$ cat src/rtl/mem_ctrl.sv
// mem_ctrl: serialises word loads/stores from MEM and word fetches from IF onto a
// byte-wide synchronous RAM bus, returning a one-cycle done pulse and the assembled word.
module mem_ctrl (
   input  logic        clk,
   input  logic        rst,
   input  logic        mem_r_req_i,
   input  logic        mem_w_req_i,
   input  logic [31:0] mem_addr_i,
   input  logic [31:0] mem_w_data_i,
   input  logic [3:0]  mem_buffer_pointer_i,
   output logic        mem_done_o,
   output logic [31:0] mem_r_data_o,
   input  logic        if_req_i,
   input  logic [31:0] if_addr_i,
   output logic        if_done_o,
   output logic [31:0] if_data_o,
   output logic [31:0] ram_a_o,
   output logic        ram_wr_o,
   output logic [7:0]  ram_dout_o,
   input  logic [7:0]  ram_din_i
);

   typedef enum logic [1:0] {IDLE, READ, WRITE, DONE} state_t;

   state_t      state_q, state_d;
   logic [2:0]  k_q, k_d;
   logic [2:0]  n_q, n_d;
   logic [31:0] a_q, a_d;
   logic [31:0] d_q, d_d;
   logic        src_if_q, src_if_d;
   logic        mem_done_q, mem_done_d;
   logic        if_done_q, if_done_d;
   logic [31:0] mem_r_data_q, mem_r_data_d;
   logic [31:0] if_data_q, if_data_d;
   logic [31:0] ram_a_q, ram_a_d;
   logic        ram_wr_q, ram_wr_d;
   logic [7:0]  ram_dout_q, ram_dout_d;

   logic [2:0]  k_next;
   logic [2:0]  req_n;
   logic        if_abort;

   assign req_n    = (mem_buffer_pointer_i == 4'd0) ? 3'd4
                                                    : 3'd4 - {1'b0, mem_buffer_pointer_i[1:0]};
   assign k_next   = k_q + 3'd1;
   assign if_abort = src_if_q && (!if_req_i || (if_addr_i != a_q));

   // Outputs are computed one cycle ahead so the RAM bus and done pulses come straight off flops.
   // D doubles as a shift register: stores shift bytes out of [15:8], loads shift bytes in at [31:24].
   // NOTE: every always_comb target gets a default first, so no path can infer a latch.
   always_comb begin
      state_d      = state_q;
      k_d          = k_q;
      n_d          = n_q;
      a_d          = a_q;
      d_d          = d_q;
      src_if_d     = src_if_q;
      mem_done_d   = 1'b0;
      if_done_d    = 1'b0;
      mem_r_data_d = mem_r_data_q;
      if_data_d    = if_data_q;
      ram_a_d      = 32'd0;
      ram_wr_d     = 1'b0;
      ram_dout_d   = 8'd0;

      case (state_q)
         IDLE: begin
            k_d = 3'd0;
            if (mem_w_req_i) begin
               state_d    = WRITE;
               a_d        = mem_addr_i;
               d_d        = mem_w_data_i;
               n_d        = req_n;
               src_if_d   = 1'b0;
               ram_a_d    = mem_addr_i;
               ram_wr_d   = 1'b1;
               ram_dout_d = mem_w_data_i[7:0];
            end else if (mem_r_req_i) begin
               state_d  = READ;
               a_d      = mem_addr_i;
               src_if_d = 1'b0;
               ram_a_d  = mem_addr_i;
            end else if (if_req_i) begin
               state_d  = READ;
               a_d      = if_addr_i;
               src_if_d = 1'b1;
               ram_a_d  = if_addr_i;
            end
         end

         READ: begin
            if (if_abort) begin
               state_d = IDLE;
               k_d     = 3'd0;
            end else if (k_q == 3'd4) begin
               state_d = DONE;
               k_d     = 3'd0;
               if (src_if_q) begin
                  if_done_d = 1'b1;
                  if_data_d = {ram_din_i, d_q[31:8]};
               end else begin
                  mem_done_d   = 1'b1;
                  mem_r_data_d = {ram_din_i, d_q[31:8]};
               end
            end else begin
               k_d = k_next;
               if (k_q != 3'd0) d_d = {ram_din_i, d_q[31:8]};
               if (k_next != 3'd4) ram_a_d = a_q + {29'd0, k_next};
            end
         end

         WRITE: begin
            k_d = k_next;
            if (k_next == n_q) begin
               state_d    = DONE;
               k_d        = 3'd0;
               mem_done_d = 1'b1;
            end else begin
               ram_a_d    = a_q + {29'd0, k_next};
               ram_wr_d   = 1'b1;
               ram_dout_d = d_q[15:8];
               d_d        = {8'd0, d_q[31:8]};
            end
         end

         DONE: begin
            state_d = IDLE;
            k_d     = 3'd0;
         end

         default: begin
            state_d = IDLE;
            k_d     = 3'd0;
         end
      endcase
   end

   // NOTE: non-blocking assignments so every flop samples the pre-edge values of the others.
   always_ff @(posedge clk) begin
      if (rst) begin
         state_q      <= IDLE;
         k_q          <= 3'd0;
         mem_done_q   <= 1'b0;
         if_done_q    <= 1'b0;
         mem_r_data_q <= 32'd0;
         if_data_q    <= 32'd0;
         ram_a_q      <= 32'd0;
         ram_wr_q     <= 1'b0;
         ram_dout_q   <= 8'd0;
      end else begin
         state_q      <= state_d;
         k_q          <= k_d;
         mem_done_q   <= mem_done_d;
         if_done_q    <= if_done_d;
         mem_r_data_q <= mem_r_data_d;
         if_data_q    <= if_data_d;
         ram_a_q      <= ram_a_d;
         ram_wr_q     <= ram_wr_d;
         ram_dout_q   <= ram_dout_d;
      end
   end

   // NOTE: latched request fields are always loaded in IDLE before use, so they carry no reset.
   always_ff @(posedge clk) begin
      a_q      <= a_d;
      d_q      <= d_d;
      n_q      <= n_d;
      src_if_q <= src_if_d;
   end

   assign mem_done_o   = mem_done_q;
   assign if_done_o    = if_done_q;
   assign mem_r_data_o = mem_r_data_q;
   assign if_data_o    = if_data_q;
   assign ram_a_o      = ram_a_q;
   assign ram_wr_o     = ram_wr_q;
   assign ram_dout_o   = ram_dout_q;

endmodule

$ cat config.mk
export PLATFORM = sky130hd
export DESIGN_NAME = mem_ctrl
export DESIGN_NICKNAME = d
export VERILOG_FILES = /design/src/rtl/mem_ctrl.sv
export SDC_FILE = /design/constraint.sdc
export NUM_CORES = 1
export LEC_CHECK = 0
export BUFFER_PORTS_ARGS = -buffer_cell sky130_fd_sc_hd__buf_2
export CAP_MARGIN = 30
export CELL_PAD_IN_SITES_DETAIL_PLACEMENT = 0
export CELL_PAD_IN_SITES_GLOBAL_PLACEMENT = 2
export CORE_MARGIN = 8
export CORE_UTILIZATION = 33
export CTS_CLUSTER_DIAMETER = 30
export DETAILED_ROUTE_END_ITERATION = 8
export MAX_ROUTING_LAYER = met4
export PLACE_DENSITY_LB_ADDON = 0.2
export SYNTH_ARGS = -nofsm -noshare
export SYNTH_HDL_FRONTEND = slang
export SYNTH_SLANG_ARGS = --single-unit
$ cat constraint.sdc
create_clock -name clk -period 6.78 [get_ports clk]
set_clock_uncertainty 0.15 [all_clocks]
set_input_delay 0 -clock clk [delete_from_list [all_inputs] [get_ports clk]]
set_output_delay 0 -clock clk [all_outputs]
set_load 0.05 [all_outputs]
==> results.toml <==
[cts]
cts_sinks = 172
htree_num_levels = 4
post_cts_buffers = 0
worstSkewPairLatency_ns = 0.44
cts_buffers = 17
root_buffer = "clkbuf_16"
cts_tree = "done"
cts.path.max_buffers = 2
cts.clk_slew.worst_paths_ns = 0.08

[layout]
nets = 1319
layout.cells.non_filler = 1525
multi_input_area_um2 = 3460
drive_gt1_frac = 0.229
seqCellArea_um2 = 4040
area.growth.synth_to_final_pct = 44.1
diodes = 0
nFillCells = 2343

[sta]
tns_ns = 0
tightestPinTransition_ns = 0.852
fmax_mhz = 321
drv_slew = 0
relSlewSlack = 0.432
post-route-min-period_ns = 3.12
rsz0062_at_grt = "no"
hold_slack_ns = 0.0939
hold_violations = 0
setup_viol = 0
min_period_over_period = 0.459
setup_slack_ns = 3.66

[global_route]
grt_pass1_wl_mm = 42.3
grt_pass1_vias = 7540
use_met3 = 0.0468
grtUsageMet1 = 0.249
grt-ovfl-total = 0
top_usage_layer = "met2"
use_met2 = 0.293
grt_max_degree = 75
antenna_found_initial = 0
grt_use_total = 0.191

[synth]
ys_warn_count = 0
ys_seq_area_frac = 0.516
async_flop_share = 0
ys.flop_type = "dfxtp_1"
synth_area_um2 = 7840
synth-seq-cells = 172
syn_inst = 848
syn_nets = 974
syn_avg_cell_area_um2 = 9.25
ys_types = 47
synth_edf_count = 60

[detailed_routing]
drcViolationCount = 0
viasPerCell = 4.71
drt_iter0_markers = 351
dr_total_vias = 7190
ant_nets = 0
firstDrtPassIters = 5
wl_per_cell_um = 17.5
wl_mm = 26.7

[place]
port-buffer-count = 219
globalplace.congestion = 0.787
dp_cells = 1349
pre_cts_slack_ns = 3.67
place_hpwl_mm = 17.9

[floorplanning]
initial_utilization = 0.335
dieArea_um2 = 29000
num_io_pins = 220
num_rows = 56
core-area_um2 = 23400
die_y_um = 170
die_w_um = 170

[setup_path]
required_ns = 6.73
crit_type = "reg -> reg"
arrival_ns = 3.06
reg2reg_depth = 7
crit_fanout = 24
cp-end-kind = "register"
critPathLaunchType = "register"

[pwr]
vdd_drop_max_mv = 0.199
p_per_area_nw_per_um2 = 351
finalPower_uw = 3970
p_leak_uw = 0.00486

[min_path]
hold_path_class = "in -> reg"
min_path_cells = 3

[status]
status = "finished clean"

[flow_run]
drv_cap = 0
[metal layers]
| layer | vias up | routed length (um) | part of all wire |
|---|---|---|---|
| met3 | 25 | 1480 | 0.055 |
| li1 | 3589 | - | - |
| met1 | 3377 | 12600 | 0.47 |
| met5 | - | 0 | 0 |
| met2 | 199 | 12300 | 0.46 |
| met4 | 0 | 378 | 0.014 |
[Yosys cell counts, drive strengths merged, types with 2 or more instances]
library cell | number | share of area
nor4 | 8 | 0.0099
ha | 12 | 0.019
a21oi | 42 | 0.027
o22ai | 30 | 0.024
nor2 | 55 | 0.026
nand4 | 11 | 0.0096
nand3 | 21 | 0.013
and4 | 3 | 0.0035
or2 | 2 | 0.0016
nand2 | 201 | 0.096
o21bai | 3 | 0.0029
mux2i | 32 | 0.041
nor2b | 5 | 0.0040
buf | 6 | 0.0069
a22oi | 38 | 0.036
a221oi | 2 | 0.0022
edfxtp | 60 | 0.23
xor2 | 55 | 0.061
xnor2 | 10 | 0.011
dfxtp | 112 | 0.29
inv | 35 | 0.017
a31oi | 3 | 0.0024
and3 | 7 | 0.0057
nor3b | 2 | 0.0019
nand2b | 2 | 0.0016
nor3 | 8 | 0.0051
clkbuf | 43 | 0.021
o21ai | 27 | 0.017
and2 | 4 | 0.0032
[logic make-up (layout without fill, tap and decap cells)]
kind of cell	Yosys count	count (layout)	share of synthesized area
AO/OA/AOI/OAI	149	149	0.118
flip-flops	172	172	0.516
multiplexers	32	32	0.0408
buffers and inverters	85	443	0.0448
adder cells (fa/ha/maj)	13	13	0.0217
AND/OR/NAND/NOR	331	331	0.184
XOR/XNOR	66	66	0.0754
[worst max-delay path, stage by stage, from the launching register on]
cell,delay (ns)
edfxtp_1,0.49
xor2_1,0.19
nor4_1,0.64
nand4_1,0.31
o31ai_4,0.38
nand2b_1,0.12
a21oi_2,0.14
buf_4,0.34
[power breakdown]
part           leakage (uW)  switching, uW  internal, uW  total (uW)
combinational       0.00306            906           428        1330
sequential          0.00151            236          1410        1650
clock              0.000290            475           512         987
[repair_timing]
action / 4_1_cts / 5_1_grt
endpoints found under the setup margin: 0 / 0
gates resized for setup: 0 / 0
hold buffers: 144 / 0
hold endpoints to repair: 118 / 0
[state kept, by name, summed over array words and instances, names as in the netlist]
name          flops
ram_dout_o        8
state_q           2
mem_r_data_o     32
a_q              32
d_q              24
ram_wr_o          1
src_if_q          1
n_q               3
if_data_o        32
ram_a_o          32
mem_done_o        1
k_q               3
if_done_o         1
[cells in the final DEF, fill, tap and decap left out, types with 35 or more instances in the layout]
master,Yosys,routed
edfxtp_1,60,60
a21oi_1,42,41
a22oi_1,38,38
buf_2,1,219
xor2_1,55,55
dlygate4sd3_1,0,144
dfxtp_1,112,112
nand2_1,201,201
inv_1,35,35
nor2_1,55,54
[path summary, 6_finish.rpt]
path / from / endpoint / slack, ns
setup / recovery: a_q[14] / d_q[9] / 3.66
hold / removal: rst / if_data_o[4] / 0.09
setup reg to reg: a_q[14] / d_q[9] / 3.66
hold reg to reg: mem_r_data_o[7] / mem_r_data_o[7] / 0.30
[layout make-up]
class	instances	share of cell area
repair buffers	375	0.236
clock inverters	14	0.0124
inverters	36	0.0120
flip-flops and latches	172	0.358
multi-input cells	591	0.306
clock buffers	18	0.0399
well taps	319	0.0353
[through the flow]
stage | area [um2] | utilization
2_1_floorplan | 7840 | -
3_3_place_gp | 9210 | 0.394
6_report | 11300 | 0.483
3_5_place_dp | 9270 | 0.396
4_1_cts | 11300 | 0.483
5_1_grt | 11300 | 0.483
Power figures use the tool's default switching activity.
